File: config.mk
export PLATFORM = sky130hd
export DESIGN_NAME = rf_wport_arbiter
export DESIGN_NICKNAME = d
export VERILOG_FILES = /design/src/rtl/rf_wport_arbiter.sv
export SDC_FILE = /design/constraint.sdc
export NUM_CORES = 1
export LEC_CHECK = 0
export ABC_AREA = 1
export ABC_CLOCK_PERIOD_IN_PS = 2100
export BUFFER_PORTS_ARGS = -buffer_cell sky130_fd_sc_hd__buf_2
export CAP_MARGIN = 20
export CORE_ASPECT_RATIO = 1.1
export CORE_UTILIZATION = 42
export CTS_CLUSTER_DIAMETER = 50
export CTS_CLUSTER_SIZE = 20
export DETAILED_ROUTE_END_ITERATION = 8
export GPL_ROUTABILITY_DRIVEN = 0
export HOLD_SLACK_MARGIN = 0.02
export PLACE_DENSITY = 0.77
export SLEW_MARGIN = 20
export SYNTH_ARGS = -nofsm -noshare
export SYNTH_HDL_FRONTEND = slang
export SYNTH_SLANG_ARGS = --single-unit
File: constraint.sdc
create_clock -name clk -period 2.1 [get_ports clk]
set_clock_uncertainty 0.1 [all_clocks]
set_input_delay 0.21 -clock clk [delete_from_list [all_inputs] [get_ports clk]]
set_output_delay 0.21 -clock clk [all_outputs]
set_load 0.02 [all_outputs]
File: src/rtl/rf_wport_arbiter.sv
// ---------------------------------------------------------------------------
// rf_wport_arbiter
//
// Shares the register file's single write port between two writeback
// sources. Port 0 is the main pipeline writeback and normally wins. Port 1 is
// the multi-cycle unit (mult/div) result mover. It is guaranteed progress by a
// starvation counter that forces a port-1 grant after STARVE_MAX consecutive
// denials.
//
// The write-port stage is registered, so a write accepted in cycle N appears on
// rf_we/rf_a3/rf_wdata/rf_pc in cycle N+1. Writes to register $0 are accepted
// but never raise rf_we.
//
// Parameters
//   ADDR_W      register index width
//   DATA_W      write data width
//   STARVE_MAX  consecutive port-1 denials before a forced port-1 grant (1..15)
//
// Ports
//   clk, reset           clock (posedge) and synchronous active-high reset
//   p0_valid/p0_ready    port 0 handshake (pipeline writeback)
//   p0_addr/data/pc      port 0 payload: destination, value, trace address
//   p1_valid/p1_ready    port 1 handshake (multi-cycle unit writeback)
//   p1_addr/data/pc      port 1 payload
//   rf_we/a3/wdata/pc    registered register-file write port
//   starve_cnt           current count of consecutive port-1 denials (debug)
// ---------------------------------------------------------------------------
module rf_wport_arbiter #(
  parameter int ADDR_W     = 5,
  parameter int DATA_W     = 32,
  parameter int STARVE_MAX = 4
) (
  input  logic              clk,
  input  logic              reset,

  input  logic              p0_valid,
  output logic              p0_ready,
  input  logic [ADDR_W-1:0] p0_addr,
  input  logic [DATA_W-1:0] p0_data,
  input  logic [31:0]       p0_pc,

  input  logic              p1_valid,
  output logic              p1_ready,
  input  logic [ADDR_W-1:0] p1_addr,
  input  logic [DATA_W-1:0] p1_data,
  input  logic [31:0]       p1_pc,

  output logic              rf_we,
  output logic [ADDR_W-1:0] rf_a3,
  output logic [DATA_W-1:0] rf_wdata,
  output logic [31:0]       rf_pc,
  output logic [3:0]        starve_cnt
);

  localparam logic [3:0] STARVE_LIMIT = 4'(STARVE_MAX);

  // Arbitration signals shared by the ready outputs and the output stage.
  logic              force_p1;
  logic              grant0;
  logic              grant1;
  logic              xfer_any;
  logic [ADDR_W-1:0] sel_addr;
  logic [DATA_W-1:0] sel_data;
  logic [31:0]       sel_pc;

  // Port 0 wins unless port 1 has waited STARVE_MAX cycles in a row.
  // Reset masks both grants so nothing is accepted while the block is being
  // cleared. Requests still pending are simply re-arbitrated once reset drops.
  always_comb begin
    force_p1 = (starve_cnt == STARVE_LIMIT) && p1_valid;
    grant1   = !reset && p1_valid && (!p0_valid || force_p1);
    grant0   = !reset && p0_valid && !force_p1;
    p0_ready = grant0;
    p1_ready = grant1;
  end

  // Payload mux for the granted port. The grants are mutually exclusive, so
  // checking grant0 first just picks the one that is active.
  always_comb begin
    xfer_any = grant0 || grant1;
    sel_addr = p1_addr;
    sel_data = p1_data;
    sel_pc   = p1_pc;
    if (grant0) begin
      sel_addr = p0_addr;
      sel_data = p0_data;
      sel_pc   = p0_pc;
    end
  end

  // Registered write port. The address, data and trace pc hold their last
  // value when nothing transfers. This keeps the register file's inputs quiet
  // between writes. A transfer to $0 still loads the payload but leaves rf_we
  // low, so the hardwired zero register is never written.
  always_ff @(posedge clk) begin
    if (reset) begin
      rf_we    <= 1'b0;
      rf_a3    <= '0;
      rf_wdata <= '0;
      rf_pc    <= '0;
    end else if (xfer_any) begin
      rf_we    <= (sel_addr != '0);
      rf_a3    <= sel_addr;
      rf_wdata <= sel_data;
      rf_pc    <= sel_pc;
    end else begin
      rf_we    <= 1'b0;
    end
  end

  // Starvation counter. It counts only while port 1 is actually waiting and
  // restarts whenever port 1 is served or withdraws its request. It saturates
  // at the limit. In practice the forced grant clears it on the very next edge.
  always_ff @(posedge clk) begin
    if (reset) begin
      starve_cnt <= '0;
    end else if (grant1 || !p1_valid) begin
      starve_cnt <= '0;
    end else if (starve_cnt != STARVE_LIMIT) begin
      starve_cnt <= starve_cnt + 4'd1;
    end
  end

endmodule

; ---- Word-level counts from Yosys, hierarchy flattened
; Index checks and enable logic that the tools add are counted.
[totals]
reg_bits = 74
latchBits = 0
ram_bits = 0
romBits = 0
word_cells = 27
memories = 0
[classes]
addsub = 1
mul = 0
div = 0
order_cmp = 0
n_eq_ne = 2
shifts = 0
mux = 3
bitwise = 1
n_reduce_logical = 15
[op_table]
columns = op, n
row1 = two-way mux 32 bit, 2
row2 = logical AND 1 bit, 5
row3 = two-way mux 5 bit, 1
row4 = nonzero test 5 bit, 1
row5 = adder 4 x 1 -> 4 bit (second input constant), 1
row6 = == test 4 x 3 -> 1 bit (second input constant), 1
row7 = zero test 1 bit, 4
row8 = inequality test 4 x 3 -> 1 bit (second input constant), 1
row9 = OR reduction 2 bit, 2
row10 = logical OR 1 bit, 3
row11 = inverter 1 bit, 1

; ---- Logic depth before layout (Yosys ltp)
; Gate-level depths: netlist of run 1.
[logic_depth]
depth_word = 7
ltp_mapped = 10
mapped_depth_nobuf = 9

; ---- Worst setup path before layout of run 1
; No wires, ideal clock.
[synth_timing]
path_type = register -> register
startpoint = reg starve_cnt[0]
endpoint = reg rf_pc[29]
setup_time_ps = 74
arrival_ps = 1576
required_time_ps = 1926
slack_ps = 350
stages_incl_launch_ff = 10
path_buffers = 2
synth_period_minus_slack_ps = 1750
path_cell_list = dfxtp_1 > inv_1 > ha_1 > nand4_2 > nand2_4 > inv_2 > buf_6 > buf_2 > nand2_1 > a31oi_1
[synth_between]
elab_chain_len = 5
[synth_rtl]
columns = element, line_no
row1 = start: declaration, 52  ; output logic [3:0] starve_cnt
row2 = start signal: assignment, 120  ; starve_cnt <= starve_cnt + 4'd1;
row3 = == test 4 x 3 -> 1 bit (*), 70  ; force_p1 = (starve_cnt == STARVE_LIMIT) && p1_valid;
row4 = logical AND 1 bit (*), 70
row5 = zero test 1 bit (*), 72  ; grant0 = !reset && p0_valid && !force_p1;
row6 = logical AND 1 bit (*), 72
row7 = via p0_ready, 37  ; output logic p0_ready,
row8 = two-way mux 32 bit / logical OR 1 bit (equally long branches), "84, 80"
row9 = end signal: assignment, 105  ; rf_pc <= sel_pc;
row10 = end: declaration, 51  ; output logic [31:0] rf_pc,
; Mark *: on every way through the listed nets, which the timed path passes. The rest lies on a longest branch.
; A chain may end at the register's enable or synchronous reset.

; ---- Worst setup path after layout of run 1
[layout_timing]
startpoint = reg starve_cnt[1]
endpoint = out p0_ready
[layout_between]
elab_chain_len = 4
[layout_rtl]
columns = element, line_no
row1 = == test 4 x 3 -> 1 bit, 70
row2 = logical AND 1 bit, 70
row3 = zero test 1 bit, 72
row4 = logical AND 1 bit, 72
row5 = end: declaration, 37
; No other way between the ends.

==> results.md, run 1 <==
* Status: complete, no violations
* Worst-Margin Slew at 0.365 ns
* DR DRC count at 0
* P_leak at 2.62 nW
* Tmin final at 1.99 ns
* Initial antenna violation count at 0
* Crit-path max cell delay at 0.34 ns
* Clock Latency Late Sink at 0.33 ns
* DR WL/cell at 13.2 um
* Inst Count DP at 736
* Vias in the first global route at 3640
* Area grow syn2layout at 57.2%
* Max H-tree Level at 3
* Max clock buf depth at 2
* IO Count at 218
* Combinational power share at 0.250
* CP Data Arrival Time at 1.68 ns
* Port bufs at 217
* Power density cells at 776 mW/mm^2
* Total GRT Usage at 0.244
* CP Data Required Time at 1.79 ns
* CTS tree: yes
* Die ar. at 0.00815 sq mm
* Reg power frac at 0.413
* R2r setup slk at 0.32 ns
* Crit-path slowest cell: dfxtp_2
* Final std cells w/o fill at 796
* Fin util at 0.685
* Clock Power Share at 0.337
* Routed via count at 4053
* Fmax at 0.502 GHz
* Crit path buf inv count at 4
* Initial core utilization at 0.436
* Worst hold path endpoint: rf_pc[13]
* Final setup violation count at 0
* Antenna fix cells at 0
* Crit Path Category: reg2out
* Final wirelength at 10500 um
* Root buffer cell: clkbuf_8
* Num CTS Buffers at 9
* Core area at 0.00751 sq mm
* Synthesized Nets at 586
* Die W at 86.2 um
* Total Power at 3.99 mW
* Clock-pin slew on the worst setup and hold paths at 0.08 ns
* Min-Delay Path Class: in2reg
* Router iterations before antenna repair at 5
* Vias per cell at 5.09
* Synth warn at 0
* Layout Nets at 830
* R2r startpoint: starve_cnt[1]
* # rows at 33
* Global-route wire length before repair at 15700 um
* R2R Path End: rf_we
* Critical path endpoint category: primary output
* Hold depth at 3
* CTS Sinks at 74
* Cell breakdown of the critical path: inv_1, ha_1, nand4_4, nand2_4, inv_4, buf_12, buf_2
* Sw power at 1.17 mW
* Post-route antenna net violation count at 0
* Post-synthesis sequential area ratio at 0.453
* Share of post-route cells with drive strength above 1 at 0.365
* Post-synth EDFFs at 0
* Count of final hold-check violations at 0
* Commonest non-fill, non-tap cell in the layout: buf_2
* Setup TNS at 0 ns
* Synthesized area per cell at 7.41 sq um
* Tcrit/Tclk final at 0.949
* Internal power at 2.82 mW
* Predominant post-synthesis flop cell: dfxtp_1
* Syn Inst Count at 442
* Synth unique cells at 25
* Finished Cell Area at 0.00514 sq mm
* Post-Synthesis Cell Area at 0.00327 sq mm
* HPWL Detailed at 6790 um
* Worst hold start: p0_pc[13]
* RSZ-0062 raised after global routing: false
* Relative slew slack at 0.757
* Pin count of the biggest net entering global routing at 75
* Register-to-Register Path Depth at 10
* Max-cap viol count at 0
* Slew Limit Fails at 0
* Die Height at 94.6 um
* GR Overflow Total at 0
* CP max FO at 17
* Most frequent cells in the layout: buf_2, nand2_1, dfxtp_1
* CP delay by family, top: buffers and inverters
* Switching share of power at 0.294
* DRT iter0 DRCs at 133
* Synth async-reset ratio at 0
* Synth Register Bits at 74
* Peak VDD IR at 0.391 mV
* Dpl cell area at 0.00442 sq mm
* Critical Path Source Type: flip-flop
-- worst min-delay path, cell delays in order --
cell,delay [ns]
buf_2,0.10
nand2_1,0.05
a31oi_1,0.06
-- how the worst max path moves through the flow --
stage | start | endpoint | slack, ns | depth (start not counted)
after detailed placement | starve_cnt[0] | rf_we | 0.30 | 9
after global routing | starve_cnt[1] | p0_ready | 0.02 | 7
after floorplan | starve_cnt[0] | rf_pc[29] | 0.35 | 9
after global placement | starve_cnt[0] | rf_we | 0.37 | 9
after CTS | starve_cnt[1] | p0_ready | 0.01 | 7
final | starve_cnt[1] | p0_ready | 0.11 | 7
-- cell usage after synthesis, drive strengths merged, types with 6 or more instances --
master	n	area, sq um
dfxtp	74	1480
buf	28	173
nand3	13	65.1
a21oi	57	285
nor2	9	43.8
o211ai	11	82.6
o21ai	6	30.0
a31oi	56	350
clkbuf	8	30.0
nand2	143	544
inv	28	105
-- state kept, by name (all words and copies together) (netlist names) --
signal	count
rf_we	1
rf_wdata	32
rf_a3	5
starve_cnt	4
rf_pc	32
-- cell type report --
cell class	instances	area, sq um
clock buffer	12	145
timing repair buffer	269	1680
sequential	74	1480
tap	105	131
clock inverter	4	98.8
inverter	28	109
multi-input combinational	304	1490
fill	633	2370
-- per-layer routing --
metal	vias up	global-route usage	wire length (um)	share of wire
li1	1977	-	-	-
met1	1829	0.256	4130	0.39
met2	209	0.452	5210	0.50
met3	38	0.0559	757	0.072
met4	0	0.129	369	0.035
met5	-	0	0	0
-- what timing repair did --
action                                  4_1_cts  5_1_grt
hold buffers                                 41        2
hold endpoints to repair                     29        2
resized for setup                             1        3
cloned                                        1        0
endpoints found under the setup margin        1        1
buffers inserted                              0        0
-- metrics by stage --
step | setup slack, ns | hold slack (ns)
3_3_place_gp | 0.371 | 0.355
4_1_cts | 0.0108 | 0.0203
2_1_floorplan | 0.350 | 0.263
6_report | 0.108 | 0.0299
3_5_place_dp | 0.296 | 0.375
5_1_grt | 0.0181 | 0.0232
-- cells by family (layout without fill, tap and decap cells) --
| kind of cell | after synthesis | in the layout | share of synthesized area |
|---|---|---|---|
| flops | 74 | 74 | 0.453 |
| xor+xnor | 1 | 1 | 0.00268 |
| simple gates | 168 | 168 | 0.208 |
| fa+ha+maj | 2 | 2 | 0.00764 |
| buf+inv | 64 | 313 | 0.0940 |
| compound gates | 133 | 133 | 0.235 |
-- power by group through the flow --
stage          combinational, mW  clock [mW]  sequential [mW]
6_report                   0.998        1.34             1.65
5_1_grt                     1.08        1.43             1.67
4_1_cts                    0.989        1.37             1.65
3_5_place_dp               0.920           0             1.68
3_3_place_gp               0.904           0             1.67
2_1_floorplan              0.344           0             1.88
No activity file was read; power rests on OpenSTA's default activity.
==> run 2: changes to the inputs <==
--- a/config.mk
+++ b/config.mk
@@ -6,17 +6,19 @@
 export NUM_CORES = 1
 export LEC_CHECK = 0
 export ABC_AREA = 1
-export ABC_CLOCK_PERIOD_IN_PS = 2100
+export ABC_CLOCK_PERIOD_IN_PS = 1800
 export BUFFER_PORTS_ARGS = -buffer_cell sky130_fd_sc_hd__buf_2
 export CAP_MARGIN = 20
 export CORE_ASPECT_RATIO = 1.1
-export CORE_UTILIZATION = 42
+export CORE_MARGIN = 3
+export CORE_UTILIZATION = 38
 export CTS_CLUSTER_DIAMETER = 50
 export CTS_CLUSTER_SIZE = 20
 export DETAILED_ROUTE_END_ITERATION = 8
 export GPL_ROUTABILITY_DRIVEN = 0
 export HOLD_SLACK_MARGIN = 0.02
-export PLACE_DENSITY = 0.77
+export PLACE_DENSITY = 0.74
+export SETUP_SLACK_MARGIN = 0.15
 export SLEW_MARGIN = 20
 export SYNTH_ARGS = -nofsm -noshare
 export SYNTH_HDL_FRONTEND = slang
==> constraint.sdc (replaced) <==
create_clock -name clk -period 1.8 [get_ports clk]
set_clock_uncertainty 0.1 [all_clocks]
set_input_delay 0.18 -clock clk [delete_from_list [all_inputs] [get_ports clk]]
set_output_delay 0.18 -clock clk [all_outputs]
set_load 0.02 [all_outputs]
==> results.md, run 2 (synthesis gave the netlist of run 1 again) <==
* Status: complete, no violations (unchanged)
* Tmin final at 1.67 ns
* Finished Cell Area at 0.00608 sq mm (was 0.00514 sq mm)
* CP max FO at 3 (was 17)
* Commonest non-fill, non-tap cell in the layout: buf_2 (unchanged)
* Clock-pin slew on the worst setup and hold paths at 0.08 ns (about the same)
* CP Data Required Time at 1.52 ns (was 1.79 ns)
* R2r setup slk at 0.16 ns (was 0.32 ns)
* HPWL Detailed at 7390 um (was 6790 um)
* Vias per cell at 5.17 (was 5.09)
* Port bufs at 217 (unchanged)
* Area grow syn2layout at 85.7% (was 57.2%)
* Router iterations before antenna repair at 5 (unchanged)
* CTS tree: yes (unchanged)
* Slew Limit Fails at 0 (unchanged)
* Pin count of the biggest net entering global routing at 63 (was 75)
* CP Data Arrival Time at 1.39 ns (was 1.68 ns)
* Num CTS Buffers at 9 (unchanged)
* Critical path endpoint category: primary output (unchanged)
* Final setup violation count at 0 (unchanged)
* Routed via count at 4562 (was 4053)
* Max-cap viol count at 0 (unchanged)
* Worst-Margin Slew at 0.414 ns (was 0.365 ns)
* Final wirelength at 14200 um (was 10500 um)
* Critical Path Source Type: flip-flop (unchanged)
* Dpl cell area at 0.00442 sq mm (about the same)
* Initial antenna violation count at 0 (unchanged)
* Global-route wire length before repair at 21000 um (was 15700 um)
* RSZ-0062 raised after global routing: true (was false)
* Fmax at 0.598 GHz
* Layout Nets at 912 (was 830)
* Fin util at 0.748 (was 0.685)
* Die Height at 103 um (was 94.6 um)
* Biggest regs: rf_pc (32), rf_wdata (32), rf_a3 (5) (unchanged)
* Die W at 94.5 um (was 86.2 um)
* # rows at 34 (was 33)
* Setup TNS at 0 ns (unchanged)
* Most frequent cells in the layout: buf_2, nand2_1, dlygate4sd3_1 (was buf_2, nand2_1, dfxtp_1)
* CTS Sinks at 74 (unchanged)
* Crit Path Category: reg2out (unchanged)
* Min-Delay Path Class: in2reg (unchanged)
* Max clock buf depth at 2 (unchanged)
* IO Count at 218 (unchanged)
* Inst Count DP at 739 (was 736)
* Total GRT Usage at 0.276 (was 0.244)
* GR Overflow Total at 0 (unchanged)
* P_leak at 3.02 nW (was 2.62 nW)
* Final std cells w/o fill at 882 (was 796)
* Peak VDD IR at 0.462 mV (was 0.391 mV)
* DRT iter0 DRCs at 249 (was 133)
* Share of post-route cells with drive strength above 1 at 0.360 (was 0.365)
* # fillers at 564 (was 633)
* Root buffer cell: clkbuf_8 (unchanged)
* Max H-tree Level at 3 (unchanged)
* Count of final hold-check violations at 0 (unchanged)
* Power density cells at 811 mW/mm^2 (was 776 mW/mm^2)
* Core area at 0.00813 sq mm (was 0.00751 sq mm)
* DR DRC count at 0 (unchanged)
* Relative slew slack at 0.724 (was 0.757)
* Tcrit/Tclk final at 0.929
* Clock Latency Late Sink at 0.35 ns (was 0.33 ns)
* DR WL/cell at 16.1 um (was 13.2 um)
* Vias in the first global route at 4466 (was 3640)
* Post-route antenna net violation count at 0 (unchanged)
* Die ar. at 0.00976 sq mm (was 0.00815 sq mm)
* Initial core utilization at 0.403 (was 0.436)
-- run 2: power breakdown --
part / switching (mW) / internal [mW] / leakage (nW)
registers: 0.103 / 1.83 / 0.622
clock network: 0.621 / 0.998 / 0.123
logic: 0.746 / 0.629 / 2.27
total: 1.47 / 3.46 / 3.02
-- run 2: critical path: stages, from the launching register on --
cell,delay [ns]
dfxtp_4,0.36
inv_4,0.06
ha_4,0.15
nand4_4,0.09
nand2_4,0.11
inv_6,0.04
buf_12,0.11
buf_8,0.12
-- run 2: metal layers --
metal	vias to the layer above	GRT usage	routed length (um)
met5	-	0	0
met4	0	0.165	758
met3	78	0.0825	1210
met2	281	0.497	7080
met1	2048	0.284	5170
li1	2155	-	-
-- run 2: metrics by stage --
| step | hold WS, ns | total power [mW] | setup slack (ns) |
|---|---|---|---|
| after global routing | 0.0784 | 5.16 | 0.0671 |
| after floorplan | 0.233 | 2.60 | 0.206 |
| final | 0.0557 | 4.93 | 0.129 |
| after CTS | 0.0497 | 4.89 | 0.107 |
| after global placement | 0.326 | 3.01 | 0.0711 |
| after detailed placement | 0.344 | 3.03 | -0.0158 |
-- run 2: timing repair --
item | in CTS | in global routing
hold endpoints to repair | 56 | 0
cloned | 2 | 1
pin swaps | 3 | 6
hold buffers | 112 | 0
buffers inserted | 9 | 2
setup endpoints to repair | 43 | 69
gates resized for setup | 16 | 16
-- run 2: final cells by class --
class	instances	area, sq um	area share
diodes	1	2.50	0.000412
flip-flops and latches	74	1490	0.245
repair buffers	351	2550	0.419
inverters	28	118	0.0194
multi-input cells	304	1540	0.253
clock buffers	12	155	0.0255
well taps	108	135	0.0222
clock inverters	4	97.6	0.0161
-- run 2: path summary, 6_finish.rpt --
| check | from | endpoint | cells after the start |
|---|---|---|---|
| setup reg to reg | starve_cnt[0] | rf_wdata[31] | 11 |
| hold reg to reg | rf_a3[1] | rf_a3[1] | 2 |
| hold / removal | p0_data[8] | rf_wdata[8] | 5 |
| setup / recovery | starve_cnt[0] | p0_ready | 7 |
